$ cat config.mk
export PLATFORM = sky130hd
export DESIGN_NAME = vga_fb_arbiter
export DESIGN_NICKNAME = d
export VERILOG_FILES = /design/src/rtl/vga_fb_arbiter.sv
export SDC_FILE = /design/constraint.sdc
export NUM_CORES = 1
export LEC_CHECK = 0
export CORE_MARGIN = 1
export CORE_UTILIZATION = 48
export DETAILED_ROUTE_END_ITERATION = 7
export HOLD_SLACK_MARGIN = 0.08
export PLACE_DENSITY_LB_ADDON = 0.1
export SYNTH_ARGS = -nofsm -noshare
export SYNTH_HDL_FRONTEND = slang
export SYNTH_SLANG_ARGS = --single-unit
$ cat constraint.sdc
create_clock -name clk -period 3.3 [get_ports clk]
set_input_delay 0.66 -clock clk [delete_from_list [all_inputs] [get_ports clk]]
set_output_delay 0.66 -clock clk [all_outputs]
set_load 0.1 [all_outputs]
$ cat src/rtl/vga_fb_arbiter.sv
// vga_fb_arbiter: shares one single-port framebuffer RAM between display scan-out and a 4-deep host write FIFO.
// Latency: display address is combinational; rgb/de_o/hsync_o/vsync_o are one pixel period behind their inputs.
// Backpressure: wr_ready drops while 4 writes are queued; the display is never stalled. Double buffering: VGA_FB_ARBITER_DBUF_EN.

// Small generic FIFO with an occupancy count; DEPTH must equal 2**AW.
module vga_fb_fifo #(
  parameter int W     = 23,
  parameter int DEPTH = 4,
  parameter int AW    = 2
) (
  input  logic         clk,
  input  logic         rst,
  input  logic         push,
  input  logic [W-1:0] din,
  input  logic         pop,
  output logic [W-1:0] dout,
  output logic [AW:0]  level,
  output logic         full,
  output logic         empty
);
  logic [W-1:0]  mem [DEPTH];
  logic [AW-1:0] wr_ptr;
  logic [AW-1:0] rd_ptr;

  // Entry storage; contents are only observed once counted in level, so no reset.
  always_ff @(posedge clk) begin
    if (push) mem[wr_ptr] <= din;
  end

  // Pointers and occupancy; a push and a pop in the same cycle cancel out.
  always_ff @(posedge clk or posedge rst) begin
    if (rst) begin
      wr_ptr <= '0;
      rd_ptr <= '0;
      level  <= '0;
    end else begin
      if (push) wr_ptr <= wr_ptr + 1'b1;
      if (pop)  rd_ptr <= rd_ptr + 1'b1;
      case ({push, pop})
        2'b10:   level <= level + 1'b1;
        2'b01:   level <= level - 1'b1;
        default: level <= level;
      endcase
    end
  end

  assign dout  = mem[rd_ptr];
  assign full  = (level == (AW+1)'(DEPTH));
  assign empty = (level == '0);
endmodule

module vga_fb_arbiter (
  input  logic        clk,
  input  logic        rst,
  input  logic        p_tick,
  input  logic        video_on,
  input  logic        hsync_in,
  input  logic        vsync_in,
  input  logic [9:0]  pixel_x,
  input  logic [9:0]  pixel_y,
  input  logic        wr_valid,
  output logic        wr_ready,
  input  logic [14:0] wr_addr,
  input  logic [7:0]  wr_data,
  output logic [2:0]  fifo_level,
  output logic [15:0] mem_addr,
  output logic        mem_we,
  output logic [7:0]  mem_wdata,
  input  logic [7:0]  mem_rdata,
  output logic [7:0]  rgb,
  output logic        de_o,
  output logic        hsync_o,
  output logic        vsync_o,
  input  logic        swap_req,
  output logic        swap_done
);
  typedef enum logic [1:0] {IDLE, DISP_RD, HOST_WR} arb_state_t;

  arb_state_t  state;
  logic        front;
  logic        disp_slot;
  logic [14:0] disp_addr;
  logic [22:0] head;
  logic        fifo_full;
  logic        fifo_empty;
  logic        fifo_push;
  logic        fifo_pop;
  logic [15:0] addr_q;
  logic [7:0]  wdata_q;
  logic        unused_bits;

  // The 4x downscale drops the two low pixel bits.
  assign unused_bits = ^{pixel_x[1:0], pixel_y[1:0], swap_req};

  // 160x120 framebuffer scaled 4x: one word per 4x4 block of screen pixels.
  assign disp_addr = 15'(pixel_y[9:2]) * 15'd160 + 15'(pixel_x[9:2]);
  assign disp_slot = !p_tick && video_on;

  assign wr_ready  = !fifo_full;
  assign fifo_push = wr_valid && wr_ready;

  vga_fb_fifo #(.W(23), .DEPTH(4), .AW(2)) u_fifo (
    .clk   (clk),
    .rst   (rst),
    .push  (fifo_push),
    .din   ({wr_addr, wr_data}),
    .pop   (fifo_pop),
    .dout  (head),
    .level (fifo_level),
    .full  (fifo_full),
    .empty (fifo_empty)
  );

  // Slot decision: display reads always win, host writes fill the remaining cycles.
  always_comb begin
    state = IDLE;
    if (disp_slot)        state = DISP_RD;
    else if (!fifo_empty) state = HOST_WR;
  end

  // Memory port drive; idle cycles hold the previous address and data.
  always_comb begin
    mem_we    = 1'b0;
    mem_addr  = addr_q;
    mem_wdata = wdata_q;
    fifo_pop  = 1'b0;
    case (state)
      DISP_RD: mem_addr = {front, disp_addr};
      HOST_WR: begin
        fifo_pop  = 1'b1;
        mem_we    = 1'b1;
        mem_addr  = {~front, head[22:8]};
        mem_wdata = head[7:0];
      end
      default: ;
    endcase
    // Reset quiets the port at once so no partial write escapes.
    if (rst) begin
      mem_we    = 1'b0;
      mem_addr  = '0;
      mem_wdata = '0;
      fifo_pop  = 1'b0;
    end
  end

  // Remember the last driven address/data for idle cycles.
  always_ff @(posedge clk or posedge rst) begin
    if (rst) begin
      addr_q  <= '0;
      wdata_q <= '0;
    end else begin
      addr_q  <= mem_addr;
      wdata_q <= mem_wdata;
    end
  end

  // Pixel-rate pipeline: RAM data and sync signals leave aligned, one pixel late.
  always_ff @(posedge clk or posedge rst) begin
    if (rst) begin
      rgb     <= '0;
      de_o    <= 1'b0;
      hsync_o <= 1'b0;
      vsync_o <= 1'b0;
    end else if (p_tick) begin
      rgb     <= video_on ? mem_rdata : 8'd0;
      de_o    <= video_on;
      hsync_o <= hsync_in;
      vsync_o <= vsync_in;
    end
  end

`ifdef VGA_FB_ARBITER_DBUF_EN
  logic pending;
  logic swap_evt;

  // A swap lands at the first pixel tick of the first blanking line; a request in that cycle counts.
  assign swap_evt = (pending || swap_req) && p_tick &&
                    (pixel_y == 10'd480) && (pixel_x == 10'd0);

  // Front-buffer select, pending request and one-cycle completion pulse.
  always_ff @(posedge clk or posedge rst) begin
    if (rst) begin
      front     <= 1'b0;
      pending   <= 1'b0;
      swap_done <= 1'b0;
    end else begin
      swap_done <= swap_evt;
      if (swap_evt) begin
        front   <= ~front;
        pending <= 1'b0;
      end else if (swap_req) begin
        pending <= 1'b1;
      end
    end
  end
`else
  assign front     = 1'b0;
  assign swap_done = 1'b0;
`endif
endmodule

==> impl_metrics.py, run 1 <==
metrics = {
    "sta": {
        "fin_ws_ps": -323.0,
        "clock_skew_ps": 5.786,
        "finalMaxSlewViolations": 0,
        "relSlewSlack": 0.5721,
        "hold_violations": 0,
        "whs_ps": 484.1,
        "period_needed_ps": 3623,
        "finalCritPeriodShare": 1.098,
        "worst_pin_slew_ps": 641.9,
        "rsz0062_at_grt": "yes",
        "fmax_mhz": 276.0,
        "setup_viol": 5,
    },
    "pwr": {
        "intPower_mw": 4.561,
        "clockPowerShare": 0.229,
        "switching_power_mw": 2.906,
        "p_comb_frac": 0.457,
        "p_seq_frac": 0.314,
        "p_per_area_mw_per_mm2": 868.4,
        "p_leak_nw": 3.310,
        "p_sw_frac": 0.3892,
        "ir_worst_vdd_uv": 746.4,
    },
    "synthesis": {
        "synth_top_flop_cell": "edfxtp_1",
        "synth_edf_count": 92,
        "synth-warning-count": 0,
        "synth-seq-area-share": 0.6456,
        "synth_top_cells_by_area": "edfxtp_1 (47%), dfrtp_1 (18%), mux4_2 (8.8%)",
        "syn_avg_cell_area_um2": 14.95,
        "synth_area_mm2": 0.005907,
        "synth_area_leader_cell": "edfxtp_1",
        "ys_seq_elements": 134,
        "syn-num-nets": 477,
        "syn_inst": 395,
        "synth_top_area_frac": 0.4677,
        "ys_async_sr_fraction": 0.3134,
        "synth_cell_types": 51,
    },
    "placement": {
        "gp_congestion": 0.8682,
        "place_area_mm2": 0.007767,
        "io_buffers": 93,
        "hpwl_mm": 8.282,
    },
    "critical_path": {
        "arrival_ps": 2960,
        "required_ps": 2640,
        "cp_top_family": "adder cells",
        "cp-end-kind": "output pin",
        "worstSetupPathType": "in -> out",
        "critical_path.max_fanout": 3,
        "r2r_end": "u_fifo.level[2]",
        "r2r_cells": 9,
        "rr_startpoint": "u_fifo.level[0]",
        "crit_chain": "buf_8 -> ha_4 -> ha_4 -> fa_2 -> buf_6 -> xor2_2 -> o211ai_2 -> nor3b_4 -> nor3_2 -> a2111oi_4 -> buf_12",
        "worst-path-buf-inv": 3,
        "crit_path_start_kind": "primary input",
        "slowest_stage": "a2111oi_4",
        "r2r_setup_slack_ps": 560,
        "cpMostUsedCell": "ha_4",
        "crit_path_max_incr_delay_ps": 430,
    },
    "global_route": {
        "grt_first_pass_wirelength_mm": 20.21,
        "gr-usage-all-layers": 0.2122,
        "antenna_found_initial": 0,
        "grt_overflow_total": 0,
        "grt_pass1_vias": 3931,
        "grt_max_degree": 31,
    },
    "finish": {
        "finalInstanceArea_mm2": 0.008598,
        "syn_to_final_growth_pct": 45.56,
        "nets": 628,
        "insertedDiodeCount": 0,
        "drive_gt1_frac": 0.3971,
        "final_core_util": 0.7158,
    },
    "floorplanning": {
        "die-area_mm2": 0.01275,
        "die_h_um": 112.9,
        "io-pin-count": 100,
        "core_area_mm2": 0.01201,
        "initial_utilization": 0.4918,
        "die_w_um": 112.9,
        "row_count": 40,
    },
    "clocking": {
        "cts_sinks": 134,
        "cts_tree": "yes",
        "cts_max_level": 4,
        "clk_latency_ps": 410,
        "root_buffer": "clkbuf_16",
        "path_clk_slew_ps": 60,
        "cts_made_buffers": 17,
        "clk_path_buf_depth": 2,
    },
    "routing": {
        "ant_nets": 0,
        "drc": 0,
        "dr.pass1.iters": 4,
        "routed_via_density": 5.331,
        "wl_per_cell_um": 17.63,
        "finalWirelength_mm": 12.45,
        "drtIter0Drc": 164,
        "via_count": 3764,
    },
    "run": {
        "drv_cap": 0,
    },
    "worst_hold_path": {
        "hold_path_class": "in -> async",
    },
    "run_status": {
        "violations": "negative setup slack",
        "status": "finished, violations left",
    },
}
## final cells by class
type | instances | area (µm²)
Timing Repair Buffer | 150 | 1587
Sequential cell | 134 | 3817
Tap cell | 147 | 183.9
Clock inverter | 13 | 108.9
Inverter | 16 | 60.06
Multi-Input combinational cell | 227 | 2409
Clock buffer | 19 | 432.9
Fill cell | 802 | 3413
## registers in the layout, indices dropped and copies added (netlist names)
| signal | flops |
|---|---|
| de_o | 1 |
| addr_q | 16 |
| wdata_q | 8 |
| u_fifo.wr_ptr | 2 |
| vsync_o | 1 |
| u_fifo.level | 3 |
| rgb | 8 |
| u_fifo.rd_ptr | 2 |
| u_fifo.mem | 92 |
| hsync_o | 1 |
## layer usage
layer	global-route usage	wire length [µm]	up-vias
li1	-	-	1780
met3	0.05035	429	16
met2	0.3588	6410	85
met1	0.2712	5445	1883
met4	0.07193	163	0
met5	0	0	-
## cell usage in the layout, fill, tap and decap left out, drive strengths merged, types with 3 or more instances in the layout
| cell type | instances |
|---|---|
| a211oi | 6 |
| a21oi | 12 |
| a311oi | 9 |
| and3 | 8 |
| buf | 103 |
| clkbuf | 19 |
| clkdlybuf4s50 | 42 |
| clkinv | 9 |
| dfrtp | 42 |
| dlygate4sd2 | 4 |
| edfxtp | 92 |
| fa | 3 |
| ha | 20 |
| inv | 17 |
| mux2 | 3 |
| mux4 | 23 |
| nand2 | 59 |
| nand3 | 5 |
| nor2 | 16 |
| nor2b | 4 |
| o21ai | 14 |
| xnor2 | 5 |
| xor2 | 7 |
## power by group through the flow
stage / clock network [mW] / logic [mW] / registers [mW]
2_1_floorplan: 0 / 2.11 / 2.55
3_3_place_gp: 0 / 3.31 / 2.37
3_5_place_dp: 0 / 3.34 / 2.38
4_1_cts: 1.74 / 3.43 / 2.35
5_1_grt: 1.81 / 3.59 / 2.39
6_report: 1.71 / 3.41 / 2.35
## worst max-delay path by stage
| stage | cells past startpoint | end | slack (ps) | from |
|---|---|---|---|---|
| 2_1_floorplan | 8 | mem_addr[12] | -690 | pixel_y[3] |
| 3_3_place_gp | 10 | mem_addr[12] | -680 | pixel_y[3] |
| 3_5_place_dp | 10 | mem_addr[12] | -730 | pixel_y[3] |
| 4_1_cts | 10 | mem_addr[12] | -230 | pixel_y[5] |
| 5_1_grt | 11 | mem_addr[12] | -400 | pixel_y[5] |
| 6_report | 11 | mem_addr[12] | -320 | pixel_y[5] |
## Yosys cell counts (4+ instances only)
library cell  number
xor2_1             6
nor2_1            16
dfrtp_1           42
xnor2_1            5
mux4_2            23
o21ai_0           14
nand3_1            5
inv_1             16
ha_1              20
a211oi_1           6
a21oi_1           10
clkbuf_1          10
a311oi_1           9
nand2_1           59
edfxtp_1          92
and3_1             7
nor2b_1            4
## logic make-up (layout without fill, tap and decap cells)
kind of cell             after synthesis  after routing  share of synthesized area
AND/OR/NAND/NOR                      106            106                    0.08473
buffers and inverters                 34            198                    0.02754
AO/OA/AOI/OAI                         57             57                    0.07308
XOR/XNOR                              12             12                    0.01906
adder cells (fa/ha/maj)               23             23                    0.05253
other                                  1              1                  0.0006348
flip-flops                           134            134                     0.6456
multiplexers                          28             28                    0.09680
## stage by stage
stage               cells  setup slack [ps]  power [mW]  TNS [ps]
floorplan             395            -685.6       4.661     -1651
CTS                   702            -233.2       7.518    -727.2
global placement      661            -685.0       5.678     -3435
finish                706            -323.0       7.467    -949.1
global route          706            -395.5       7.787     -1632
detailed placement    661            -731.7       5.719     -3660
## worst register-to-register path, stage by stage, from the launching register on
cell and delay (ps):
dfrtp_2 410, or3_1 540, nand2_1 430, nor2_2 220, ha_1 210, inv_1 60, fa_1 370, xor2_1 160
nor2_1 110, xor2_1 150
## repair_timing
item / in CTS / in global routing
hold buffers: 0 / 0
cloned: 0 / 0
gates resized for setup: 57 / 2
setup buffers: 10 / 4
endpoints found under the setup margin: 8 / 14
pin swaps: 26 / 7
Note: power is estimated with default switching activity, not from simulation.
==> run 2: changes to the inputs <==
CORE_MARGIN = not set   (was 1)
==> results of run 2 <==
The final DEF is identical to that of run 1; final timing and power are the same.
==> run 3: changes to the inputs <==
CORE_UTILIZATION = 38   (was 48)
==> impl_metrics.py, run 3 (synthesis gave the netlist of run 1 again) <==
metrics = {
    "critical_path": {
        "rr_startpoint": "u_fifo.level[0]",
        "crit_path_start_kind": "primary input",
        "r2r_cells": 9,
        "worstSetupPathType": "in -> out",
        "required_ps": 2640,
        "crit_start": "pixel_y[5]",
        "critical_path.max_fanout": 3,
        "arrival_ps": 2920,
        "cp-end-kind": "output pin",
    },
    "sta": {
        "fin_ws_ps": -280.0,
        "finalCritPeriodShare": 1.085,
        "fin_setup_tns_ps": -1140,
        "relSlewSlack": 0.5772,
        "rsz0062_at_grt": "yes",
        "setup_viol": 5,
        "worst_pin_slew_ps": 634.2,
        "clock_skew_ps": 10.84,
        "finalMaxSlewViolations": 0,
        "whs_ps": 283.4,
        "hold_violations": 0,
        "period_needed_ps": 3580,
        "fmax_mhz": 279.3,
    },
    "floorplanning": {
        "die_h_um": 126.7,
        "die_w_um": 126.7,
        "core_area_mm2": 0.01520,
        "initial_utilization": 0.3886,
        "row_count": 45,
        "die-area_mm2": 0.01605,
        "io-pin-count": 100,
    },
    "run_status": {
        "status": "finished, violations left",
        "violations": "negative setup slack",
    },
    "finish": {
        "final_common_cell": "edfxtp_1",
        "largest_register_ff_count": 92,
        "drive_gt1_frac": 0.4007,
        "final_core_util": 0.5747,
        "insertedDiodeCount": 0,
        "final_cell_mix": "edfxtp_1 (92), buf_4 (68), nand2_1 (59), clkdlybuf4s50_1 (42), dfrtp_1 (39)",
        "nets": 628,
        "syn_to_final_growth_pct": 47.89,
        "reg.largest.list": "u_fifo.mem x92, addr_q x16",
        "top_register": "u_fifo.mem",
    },
    "clocking": {
        "path_clk_slew_ps": 60,
        "cts_made_buffers": 17,
        "cts_sinks": 134,
        "root_buffer": "clkbuf_16",
        "clk_path_buf_depth": 2,
        "cts_tree": "yes",
        "cts_max_level": 4,
        "cts_hold_buf": 0,
        "clk_latency_ps": 420,
    },
    "routing": {
        "finalWirelength_mm": 12.89,
        "wl_per_cell_um": 17.26,
        "routed_via_density": 5.054,
        "dr.pass1.iters": 4,
        "via_count": 3775,
        "drtIter0Drc": 149,
        "drc": 0,
        "ant_nets": 0,
    },
    "pwr": {
        "p_sw_frac": 0.3779,
        "p_seq_frac": 0.303,
        "ir_worst_vdd_uv": 651.1,
        "p_per_area_mw_per_mm2": 883.0,
        "switching_power_mw": 2.915,
        "p_leak_nw": 3.347,
        "intPower_mw": 4.799,
        "p_comb_frac": 0.441,
        "clockPowerShare": 0.256,
    },
    "global_route": {
        "gr-usage-all-layers": 0.1740,
        "grt_overflow_total": 0,
        "grt_max_degree": 25,
        "grt_first_pass_wirelength_mm": 20.80,
        "grt_pass1_vias": 4000,
        "antenna_found_initial": 0,
    },
    "placement": {
        "hpwl_mm": 8.775,
        "io_buffers": 93,
        "gp_congestion": 0.8067,
    },
    "worst_hold_path": {
        "hold_path_class": "in -> async",
    },
    "run": {
        "drv_cap": 0,
    },
}
run 3: changes by cell type in the layout (fill, tap and decap cells not counted), moves of 2 or more:
cell	previous run	this run
bufinv_16	1	4
clkinv_4	3	0
clkinv_2	5	3
xor2_1	6	4
run 3: final cells by class:
class | instances | area, µm²
multi-input combinational | 227 | 2417
sequential | 134 | 3817
fill | 1234 | 6466
tap | 188 | 235.2
clock buffer | 20 | 446.7
inverter | 16 | 60.06
clock inverter | 12 | 175.2
timing repair buffer | 150 | 1584
run 3: stage by stage:
stage               power [mW]  cells  instance area [µm²]  setup WS (ps)
finish                   7.714    747                 8736         -280.0
global route             8.053    747                 8736         -378.2
CTS                      7.781    745                 8680         -259.3
detailed placement       5.740    707                 7856         -786.0
global placement         5.706    707                 7856         -731.5
floorplan                4.661    395                 6192         -685.6
run 3: final timing paths:
kind	endpoint	slack, ps
max	mem_addr[13]	-280
max in group asynchronous	u_fifo.level[1]	2430
min	addr_q[14]	280
max reg2reg	u_fifo.level[2]	590
min reg2reg	de_o	500
min in group clk	de_o	500
run 3: routing by layer:
layer  track usage  share of wire
met1        0.2118           0.43
met2        0.3009           0.52
met3       0.03416          0.036
met4       0.07843          0.014
met5             0              0
run 3: critical path: stages:
cell,delay [ps]
buf_8,100
ha_4,230
ha_4,160
fa_2,360
buf_4,160
a211oi_4,250
buf_4,150
o211ai_1,120
nor4_4,210
xnor2_2,130
a21oi_4,200
buf_12,190
run 3: repair_timing:
item	in CTS	in global routing
setup endpoints to repair	8	14
resized for setup	51	7
buffers inserted	6	3
pin swaps	27	10
endpoints found under the hold margin	0	0
run 3: power groups by stage:
stage / clock, mW / combinational [mW] / sequential (mW)
floorplan: 0 / 2.11 / 2.55
global route: 2.08 / 3.60 / 2.38
global placement: 0 / 3.35 / 2.36
CTS: 2.01 / 3.42 / 2.34
finish: 1.97 / 3.40 / 2.34
detailed placement: 0 / 3.36 / 2.37
